==> src/rtl/icache_refill_responder.sv <==
// ICache refill responder: takes one line miss, fetches it beat by beat
// from a narrow memory port, and returns the assembled line with paddr/way.
//
// Ports:
//  clk_i, rst_ni                        clock / async active-low reset
//  miss_req_valid_i/ready_o/paddr_i/
//    victim_way_i/index_i               miss request from the frontend
//  refill_valid_o/ready_i/paddr_o/
//    way_o/data_o                       refill line back to the ICache
//  mem_req_valid_o/ready_i/addr_o       memory beat read request
//  mem_rsp_valid_i/data_i               memory beat read data
//  busy_o                               high whenever a miss is in flight
module icache_refill_responder #(
  parameter int PLEN    = 32,
  parameter int LINE_W  = 256,
  parameter int WAY_W   = 2,
  parameter int INDEX_W = 6,
  parameter int MEM_DW  = 32
) (
  input  logic               clk_i,
  input  logic               rst_ni,
  input  logic               miss_req_valid_i,
  output logic               miss_req_ready_o,
  input  logic [PLEN-1:0]    miss_req_paddr_i,
  input  logic [WAY_W-1:0]   miss_req_victim_way_i,
  input  logic [INDEX_W-1:0] miss_req_index_i,
  output logic               refill_valid_o,
  input  logic               refill_ready_i,
  output logic [PLEN-1:0]    refill_paddr_o,
  output logic [WAY_W-1:0]   refill_way_o,
  output logic [LINE_W-1:0]  refill_data_o,
  output logic               mem_req_valid_o,
  input  logic               mem_req_ready_i,
  output logic [PLEN-1:0]    mem_req_addr_o,
  input  logic               mem_rsp_valid_i,
  input  logic [MEM_DW-1:0]  mem_rsp_data_i,
  output logic               busy_o
);

  localparam int BEATS = LINE_W / MEM_DW;
  localparam int BW    = (BEATS > 1) ? $clog2(BEATS) : 1;
  localparam int LB    = $clog2(LINE_W / 8);
  localparam int BB    = $clog2(MEM_DW / 8);
  localparam logic [BW-1:0] LAST = BW'(BEATS - 1);

  typedef enum logic [1:0] {
    IDLE,
    REQ,
    WAIT,
    RESP
  } state_e;

  state_e            state_q;
  logic [BW-1:0]     beat_q;
  logic [BW-1:0]     beat_nx;
  logic [PLEN-1:0]   base_q;
  logic [PLEN-1:0]   addr_q;
  logic [PLEN-1:0]   line_base;
  logic [PLEN-1:0]   next_addr;
  logic [WAY_W-1:0]  way_q;
  logic [LINE_W-1:0] line_q;
  logic              ready_q;
  logic              mem_valid_q;
  logic              refill_valid_q;
  logic              unused_ok;

  assign line_base = {miss_req_paddr_i[PLEN-1:LB], {LB{1'b0}}};
  assign beat_nx   = beat_q + 1'b1;
  // Beat offsets stay inside the line, so this never crosses a line.
  assign next_addr = base_q + (PLEN'(beat_nx) << BB);
  assign unused_ok = ^{miss_req_paddr_i[LB-1:0], miss_req_index_i};

  always_ff @(posedge clk_i or negedge rst_ni) begin
    if (!rst_ni) begin
      state_q        <= IDLE;
      beat_q         <= '0;
      base_q         <= '0;
      addr_q         <= '0;
      way_q          <= '0;
      line_q         <= '0;
      ready_q        <= 1'b0;
      mem_valid_q    <= 1'b0;
      refill_valid_q <= 1'b0;
    end else begin
      unique case (state_q)
        IDLE: begin
          ready_q <= 1'b1;
          if (miss_req_valid_i && ready_q) begin
            ready_q     <= 1'b0;
            base_q      <= line_base;
            addr_q      <= line_base;
            way_q       <= miss_req_victim_way_i;
            beat_q      <= '0;
            line_q      <= '0;
            mem_valid_q <= 1'b1;
            state_q     <= REQ;
          end
        end
        REQ: begin
          if (mem_req_ready_i) begin
            mem_valid_q <= 1'b0;
            state_q     <= WAIT;
          end
        end
        WAIT: begin
          if (mem_rsp_valid_i) begin
            line_q[beat_q*MEM_DW +: MEM_DW] <= mem_rsp_data_i;
            if (beat_q == LAST) begin
              refill_valid_q <= 1'b1;
              state_q        <= RESP;
            end else begin
              beat_q      <= beat_nx;
              addr_q      <= next_addr;
              mem_valid_q <= 1'b1;
              state_q     <= REQ;
            end
          end
        end
        RESP: begin
          if (refill_ready_i) begin
            refill_valid_q <= 1'b0;
            ready_q        <= 1'b1;
            state_q        <= IDLE;
          end
        end
        default: state_q <= IDLE;
      endcase
    end
  end

  assign miss_req_ready_o = ready_q;
  assign mem_req_valid_o  = mem_valid_q;
  assign mem_req_addr_o   = addr_q;
  assign refill_valid_o   = refill_valid_q;
  assign refill_paddr_o   = base_q;
  assign refill_way_o     = way_q;
  assign refill_data_o    = line_q;
  assign busy_o           = (state_q != IDLE);

`ifndef SYNTHESIS
  always_ff @(posedge clk_i) begin
    if (rst_ni && state_q == IDLE && miss_req_valid_i && ready_q)
      assert (miss_req_index_i == miss_req_paddr_i[LB +: INDEX_W]);
    if (rst_ni && state_q == WAIT && mem_rsp_valid_i)
      assert (!$isunknown(mem_rsp_data_i));
  end
`endif

endmodule

==> config.mk <==
export PLATFORM = sky130hd
export DESIGN_NAME = icache_refill_responder
export DESIGN_NICKNAME = d
export VERILOG_FILES = /design/src/rtl/icache_refill_responder.sv
export SDC_FILE = /design/constraint.sdc
export NUM_CORES = 1
export LEC_CHECK = 0
export CAP_MARGIN = 40
export CORE_AREA = 2 2 158 160
export DETAILED_ROUTE_END_ITERATION = 10
export DIE_AREA = 0 0 160 162
export DONT_BUFFER_PORTS = 1
export PLACE_DENSITY = 0.7
export SYNTH_ARGS = -nofsm -noshare
export SYNTH_HDL_FRONTEND = slang
export SYNTH_SLANG_ARGS = --single-unit
==> constraint.sdc <==
create_clock -name clk_i -period 2.2 [get_ports clk_i]
set_clock_uncertainty 0.1 [all_clocks]
set_input_delay 0.44 -clock clk_i [delete_from_list [all_inputs] [get_ports clk_i]]
set_output_delay 0.44 -clock clk_i [all_outputs]
set_load 0.01 [all_outputs]
======== Word-level counts from Yosys, hierarchy flattened ========
Index checks and enable logic that the tools add are counted.
storage, ports and cells
  bits of input ports ..................... 78
  output and inout bits ................... 326
  bits in read-only memories .............. 0
  bits in registers ....................... 325
  word-level logic and storage cells ...... 68
  memories ................................ 0
  bits in writable memories ............... 0
  bits in latches ......................... 0
cells by class
  bitwise gates (word level) .............. 0
  eq/ne operators ......................... 10
  divide/modulo/power cells ............... 0
  multipliers ............................. 0
  add/sub/neg operators ................... 3
  reduce and logical (&&, ||, !) cells .... 14
  shifts and indexed selects .............. 2
  multiplexer cells ....................... 30
  magnitude comparators ................... 0
operator list
  kind                                                                        count
  256-bit two-way mux                                                         2
  256-bit one-hot mux with 2 select lines                                     1
  256-bit bitwise mux                                                         1
  32-bit by 34-bit variable shift with 256-bit output (first input constant)  1
  32-bit by 34-bit indexed part select with 256-bit output                    1
  32-bit two-way mux                                                          3
  32-bit one-hot mux with 2 select lines                                      1
  8-bit negator with 34-bit output                                            1
  32-bit by 5-bit adder with 32-bit output                                    1
  2-bit != test (second input constant)                                       6
  4-bit AND reduction                                                         3
  2-bit two-way mux                                                           5
  1-bit two-way mux                                                           9
  3-bit two-way mux                                                           3
  2-bit one-hot mux with 4 select lines                                       1
  2-bit nonzero test                                                          4
  3-bit one-hot mux with 2 select lines                                       1
  5-bit AND reduction                                                         1
  2-bit == test (second input constant)                                       2
  1-bit one-hot mux with 2 select lines                                       2
  2-bit AND reduction                                                         2
  3-bit by 1-bit adder with 3-bit output (second input constant)              1
  3-bit == test (second input constant)                                       1
  1-bit one-hot mux with 3 select lines                                       1
  other kinds (5)                                                             5

======== Depth between registers and ports, before layout ========
Gate-level depths: netlist of run 1.
  depth after elaboration ................. 5
  depth in mapped cells ................... 9

======== Least setup slack after synthesis of run 1 ========
No wires, ideal clock.
  path type ............................... register -> register
  from .................................... reg beat_q[0]
  to ...................................... reg line_q[10] (netlist: refill_data_o[10])
  required time ........................... 1.979 ns
  cell stages (with the launch flop) ...... 10
  path slack .............................. -0.120 ns
  arrival ................................. 2.099 ns
  cells stage by stage .................... dfrtp_1 buf_2 inv_1 ha_1 ha_1 nor2_1 nand4_1 a21o_1 buf_4 a22o_1
on the way
  word-level cells in the longest chain between the ends .. 5
RTL lines
  element                                                                                                                                 line  RTL
  from (decl)                                                                                                                             54    logic [BW-1:0] beat_q;
  from (signal assigned)                                                                                                                  112   beat_q <= beat_nx;
  8-bit negator with 34-bit output *                                                                                                      107   line_q[beat_q*MEM_DW +: MEM_DW] <= mem_rsp_data_i;
  32-bit by 34-bit indexed part select with 256-bit output / 32-bit by 34-bit variable shift with 256-bit output (equally long branches)  107
  256-bit bitwise mux *                                                                                                                   107
  256-bit two-way mux *                                                                                                                   106   if (mem_rsp_valid_i) begin
  256-bit one-hot mux with 2 select lines *                                                                                               85    unique case (state_q)
  to (signal, indexed assignment)                                                                                                         107
  to (decl)                                                                                                                               61    logic [LINE_W-1:0] line_q;
Mark *: on every way between the ends. The rest lies on a longest branch, timed or not. The select of a mux whose other input is x is not followed.
A chain may end at the register's enable or synchronous reset.

======== Worst setup path after layout of run 1 ========
  from .................................... reg beat_q[0]
  to ...................................... reg line_q[220] (netlist: refill_data_o[220])
The elaborated chain is that of the path after synthesis.

==> results of run 1 <==
[layer usage]
metal  up-vias  GRT usage [%]  part of all wire (%)
met4         2           11.8                   4.4
li1       3338              -                     -
met5         -              0                 0.031
met2       501           41.3                    47
met1      4143           34.0                    37
met3       118           10.3                    12
[how the worst min path moves through the flow]
stage / start / end / slack, ns / cells past startpoint
after floorplan: rst_ni / beat_q[0]$_DFFE_PN0P_ / 0.04 / 0
after global placement: rst_ni / refill_data_o[48]$_DFFE_PN0P_ / 0.05 / 0
after detailed placement: rst_ni / refill_data_o[13]$_DFFE_PN0P_ / 0.05 / 0
after CTS: rst_ni / refill_data_o[84]$_DFFE_PN0P_ / -0.49 / 0
after global routing: rst_ni / refill_data_o[13]$_DFFE_PN0P_ / -0.49 / 0
final: rst_ni / refill_data_o[13]$_DFFE_PN0P_ / -0.46 / 0
[synthesized netlist by cell type, drive strengths merged]
library cell | number | area, um^2
buf | 98 | 492
o41ai | 2 | 17.5
a21oi | 5 | 25.0
or2 | 2 | 12.5
o211ai | 1 | 7.51
mux2 | 29 | 327
o21ai | 34 | 174
nand4 | 2 | 12.5
nand2 | 50 | 190
mux2i | 27 | 270
conb | 1 | 3.75
a21o | 5 | 37.5
and4bb | 1 | 12.5
a31oi | 2 | 12.5
nand3 | 3 | 15.0
and3b | 1 | 8.76
a211o | 1 | 8.76
inv | 4 | 15.0
nor3 | 2 | 15.0
nand2b | 3 | 26.3
nor2b | 2 | 12.5
o2bb2ai | 2 | 17.5
nand3b | 2 | 18.8
clkbuf | 7 | 26.3
ha | 5 | 62.6
a32o | 1 | 10.0
and2b | 1 | 7.51
dfrtp | 320 | 8010
a22o | 253 | 2220
nor2 | 14 | 62.6
[metrics by stage]
stage          TNS [ns]  hold slack [ns]  total power, W  worst slack [ns]  instance area [um^2]
6_report              0           -0.463          0.0165            0.0639                 14300
5_1_grt         -0.0404           -0.485          0.0173           -0.0141                 14300
4_1_cts               0           -0.487          0.0166            0.0143                 14300
3_5_place_dp    -0.0757           0.0507          0.0111           -0.0169                 12600
3_3_place_gp      -2.30           0.0501          0.0110           -0.0496                 12600
2_1_floorplan         0           0.0444         0.00998           0.00255                 12200
[flip-flops by register name, indices dropped and copies added, names as in the netlist]
| signal | count |
|---|---|
| state_q | 2 |
| refill_paddr_o | 27 |
| refill_data_o | 256 |
| refill_valid_o | 1 |
| beat_q | 2 |
| mem_req_addr_o | 28 |
| miss_req_ready_o | 1 |
| mem_req_valid_o | 1 |
| refill_way_o | 2 |
[critical path, delay by kind of cell, from the launching register on]
kind	cells	cell delay, ns
AOI/OAI and AO/OA	2	0.50
buffers and inverters	3	0.44
adders and majority gates	2	0.39
DFF	1	0.35
and+or+nand+nor	2	0.22
[logic make-up after synthesis]
logic type | synth area share [%]
DFF | 66.0
AOI/OAI and AO/OA | 20.8
buffers and inverters | 4.40
and+or+nand+nor | 3.25
muxes | 4.92
adders and majority gates | 0.516
other | 0.0309
[timing repair]
item	in CTS	in global routing
setup buffers	0	0
pin swaps	0	0
resized for setup	1	3
hold endpoints to repair	603	320
endpoints found under the setup margin	21	68
[power groups by stage]
stage                     logic (W)  clock network (W)  registers [W]
after CTS                   0.00345            0.00546        0.00774
after global routing        0.00375            0.00569        0.00783
final                       0.00346            0.00532        0.00774
after detailed placement    0.00327                  0        0.00782
after floorplan             0.00239                  0        0.00759
after global placement      0.00317                  0        0.00780
[cell type report]
class	instances	area, um^2
Multi-Input combinational cell	457	3700
Antenna cell	8	20.0
Sequential cell	320	8010
Inverter	4	15.0
Tap cell	324	405
Clock inverter	5	33.8
Clock buffer	50	992
Timing Repair Buffer	107	1150
Fill cell	1869	9790
==> run summary, run 1 <==
initial antenna violation count: 8
non-filler instance count after layout: 1275
core area: 24100 um^2
first-pass GRT wire length: 53100 um
Fmax: 468 MHz
Clk pwr share: 32.2%
Die W: 160 um
most frequent cells in the layout: dfrtp_1 (320), a22o_1 (253), dlygate4sd3_1 (63), nand2_1 (49), clkbuf_16 (35)
row cnt: 57
Post-Syn Area: 12100 um^2
Fin. Hold Viols: 320
crit path launch: beat_q[0]$_DFFE_PN0P_
Area Growth Syn to Fin: 18.1%
Max Slew Vio Count: 0
chip height: 162 um
Total GRT Usage: 26.8%
Max-Cap Viols: 0
min-delay worst type: input port to async pin
# port buffers: 0
via/cell ratio: 6.35
P per Cell Area: 1150 nW/um^2
Mapped Cells: 880
I/O pins: 404
initial DRC count: 671
synth warn: 0
max incr delay on CP: 0.35 ns
commonest non-fill, non-tap cell in the layout: dfrtp_1
CP required: 2.48 ns
clock sinks: 320
P_sw: 0.00528 W
CP cell instances: inv_1 > ha_2 > ha_2 > nor2_1 > buf_4 > nand3b_1 > a21o_1 > buf_4 > a22o_1
CTS H-tree depth: 2
Final Setup Violations: 0
vias in the first global route: 8262
measured slew at the worst slew-check pin: 0.563 ns
Routed Antenna Nets: 0
Placed Cells: 1149
sequential area share after synthesis: 66.0%
Setup CP Type: register to register
Max VDD drop: 996 uV
minimum clock period: 2.14 ns
R2R Path End: refill_data_o[220]$_DFFE_PN0P_
Clk pin slew, worst setup/hold paths: 0.06 ns
Residual DRC: 0
WL final: 35400 um
Crit Path Max Fanout: 20
status: complete, but fails checks
largest net degree at the start of global routing: 321
Sw Ratio: 32.0%
Internal: 0.0112 W
crit end category: register
Final Cycle Share: 97.1%
violated checks: hold timing
die area: 25900 um^2
layout cells sized above 1: 14.8%
Root Driver: clkbuf_16
Vias: 8102
nets@finish: 1007
Congestion Overflow GR: 0
CTS buffer count: 34
syn avg cell area: 13.8 um^2
Worst Path Arrival: 2.42 ns
Startpoint Class: register
r2r setup slk: 0.06 ns
count of state elements after synthesis: 320
DP Wirelength: 22400 um
Starting Density: 50.3%
CTS tree: built
Seq pwr share: 46.9%
Clk Latency, worst-skew pair: 0.49 ns
DR pass1 iterations: 5
worst r2r src: beat_q[0]$_DFFE_PN0P_
wire per inst: 27.7 um
RePlAce Congestion: 0.791
R2R depth: 9
Leakage: 6.76 nW
WHS: -0.463 ns
hold buffers post-CTS: 63
CP Capture Point: refill_data_o[220]$_DFFE_PN0P_
final core occ: 59.4%
post-synth cell types: 40
clk buf depth: 3
Worst slew margin: 62.3%
Crit-path slowest cell: dfrtp_1
Gate power share: 21.0%
Note: power is estimated with default switching activity, not from simulation.
==> run 2, diff against run 1 <==
--- a/config.mk
+++ b/config.mk
@@ -10,6 +10,7 @@
 export DETAILED_ROUTE_END_ITERATION = 10
 export DIE_AREA = 0 0 160 162
 export DONT_BUFFER_PORTS = 1
+export GPL_TIMING_DRIVEN = 0
 export PLACE_DENSITY = 0.7
 export SYNTH_ARGS = -nofsm -noshare
 export SYNTH_HDL_FRONTEND = slang
==> run summary, run 2 (synthesized netlist as in run 1, its figures left out) <==
core area: 24100 um^2
status: complete, but fails checks
fin area: 14700 um^2
Area Growth Syn to Fin: 21.5%
Clk Latency, worst-skew pair: 0.50 ns
CP required: 2.50 ns
Crit path max-delay family: compound AO/OA/AOI/OAI gates
violated checks: hold timing, setup timing
Worst Path Arrival: 2.58 ns
WP buf/inv: 4
first-pass GRT wire length: 54900 um
wire per inst: 27.4 um
RePlAce Congestion: 0.804
cell mode on critical path: buf_6
gr busiest metal: met2
largest net degree at the start of global routing: 321
GR met2 Demand/Resource: 44.6%
P per Cell Area: 1190 nW/um^2
Final Cycle Share: 104%
# diodes: 0
layout cells sized above 1: 21.9%
Root Driver: clkbuf_16
nets@finish: 1071
Residual DRC: 0
Leakage: 7.07 nW
hold buffers post-CTS: 32
Worst slew margin: 58.2%
most frequent cells in the layout: dfrtp_1 (318), a22o_1 (253), buf_4 (51), nand2_1 (46), clkbuf_16 (37)
WL final: 36600 um
die area: 25900 um^2
worst setup margin: -0.0892 ns
CTS H-tree depth: 2
Placed Area: 12600 um^2
RSZ-0062 raised after global routing: true
Final Setup Violations: 176
I/O pins: 404
CP cell instances: buf_6 > inv_4 > ha_4 > ha_4 > nand2b_4 > o41ai_4 > nand2_2 > buf_6 > buf_6 > a22o_1
minimum clock period: 2.29 ns
CTS tree: built
Vias: 8231
Crit-path slowest cell: dfrtp_2
Crit Path Max Fanout: 5
min-delay worst type: input port to async pin
via/cell ratio: 6.16
Total GRT Usage: 27.6%
initial DRC count: 594
Clk pin slew, worst setup/hold paths: 0.06 ns
max incr delay on CP: 0.43 ns
# port buffers: 0
met1 usage: 35.1%
Setup CP Type: register to register
Startpoint Class: register
grt met3 use: 9.22%
Routed Antenna Nets: 0
WHS: -0.478 ns
vias in the first global route: 8491
measured slew at the worst slew-check pin: 0.627 ns
Congestion Overflow GR: 0
initial antenna violation count: 0
CTS buffer count: 34
DP Wirelength: 23800 um
Die W: 160 um
crit end category: register
DR pass1 iterations: 5
Max Slew Vio Count: 0
clock sinks: 320
Max VDD drop: 1180 uV
Max-Cap Viols: 0
Fin. Hold Viols: 320
Fmax: 437 MHz
Power Total: 0.0176 W
Starting Density: 50.3%
clk buf depth: 3
commonest non-fill, non-tap cell in the layout: dfrtp_1
chip height: 162 um
row cnt: 57
max reg flops: 256
[run 2: cell count changes in the layout (fill, tap and decap cells not counted), sizes merged]
cell         delta
clkbuf         +10
clkinv          +6
clkinvlp        -1
diode           -8
dlygate4sd3    -31
bufinv          +2
buf            +83
[run 2: final timing paths]
check	start	slack, ns	endpoint	cells after the start
max	beat_q[0]$_DFFE_PN0P_	-0.09	refill_data_o[140]$_DFFE_PN0P_	10
max reg2reg	beat_q[0]$_DFFE_PN0P_	-0.09	refill_data_o[140]$_DFFE_PN0P_	10
min in group clk_i	refill_ready_i	0.02	miss_req_ready_o$_DFFE_PN0P_	2
min reg2reg	mem_req_addr_o[14]$_DFFE_PN0P_	0.46	mem_req_addr_o[14]$_DFFE_PN0P_	2
min	rst_ni	-0.48	refill_data_o[239]$_DFFE_PN0P_	0
max in group asynchronous	rst_ni	2.02	beat_q[1]$_DFFE_PN0P_	0
[run 2: power breakdown]
part	leakage, nW	total, W	switching, W	internal [W]
clock	0.553	0.00570	0.00231	0.00339
combinational	2.17	0.00411	0.00223	0.00188
sequential	4.34	0.00778	0.00110	0.00668
total	7.07	0.0176	0.00564	0.0120
[run 2: layout make-up]
cell class / count / area (um^2)
Clock buffer: 48 / 995
Inverter: 4 / 17.5
Multi-Input combinational cell: 457 / 3780
Fill cell: 1921 / 9380
Clock inverter: 12 / 120
Tap cell: 324 / 405
Buffer: 105 / 711
Sequential cell: 320 / 8010
Timing Repair Buffer: 66 / 689
[run 2: timing repair]
| action | 4_1_cts | 5_1_grt |
|---|---|---|
| setup endpoints to repair | 255 | 240 |
| pin swaps | 13 | 43 |
| resized for setup | 83 | 28 |
| hold endpoints to repair | 355 | 320 |
| setup buffers | 18 | 7 |
| cloned | 4 | 5 |
[run 2: stage by stage]
stage          utilization, %  cells  setup WS, ns  setup TNS [ns]
2_1_floorplan               -    886       0.00255               0
3_3_place_gp             52.3   1210        -0.587          -72.98
3_5_place_dp             52.3   1210        -0.600          -78.05
4_1_cts                  60.1   1324       -0.0506           -1.91
5_1_grt                  61.1   1336        -0.142          -20.94
6_report                 61.1   1336       -0.0892           -5.93
[run 2: layer usage]
metal | part of all wire (%) | vias up | wire [um]
li1 | - | 3464 | -
met2 | 48 | 432 | 17500
met5 | 0 | - | 0
met1 | 39 | 4250 | 14300
met3 | 9.7 | 85 | 3550
met4 | 3.4 | 0 | 1240
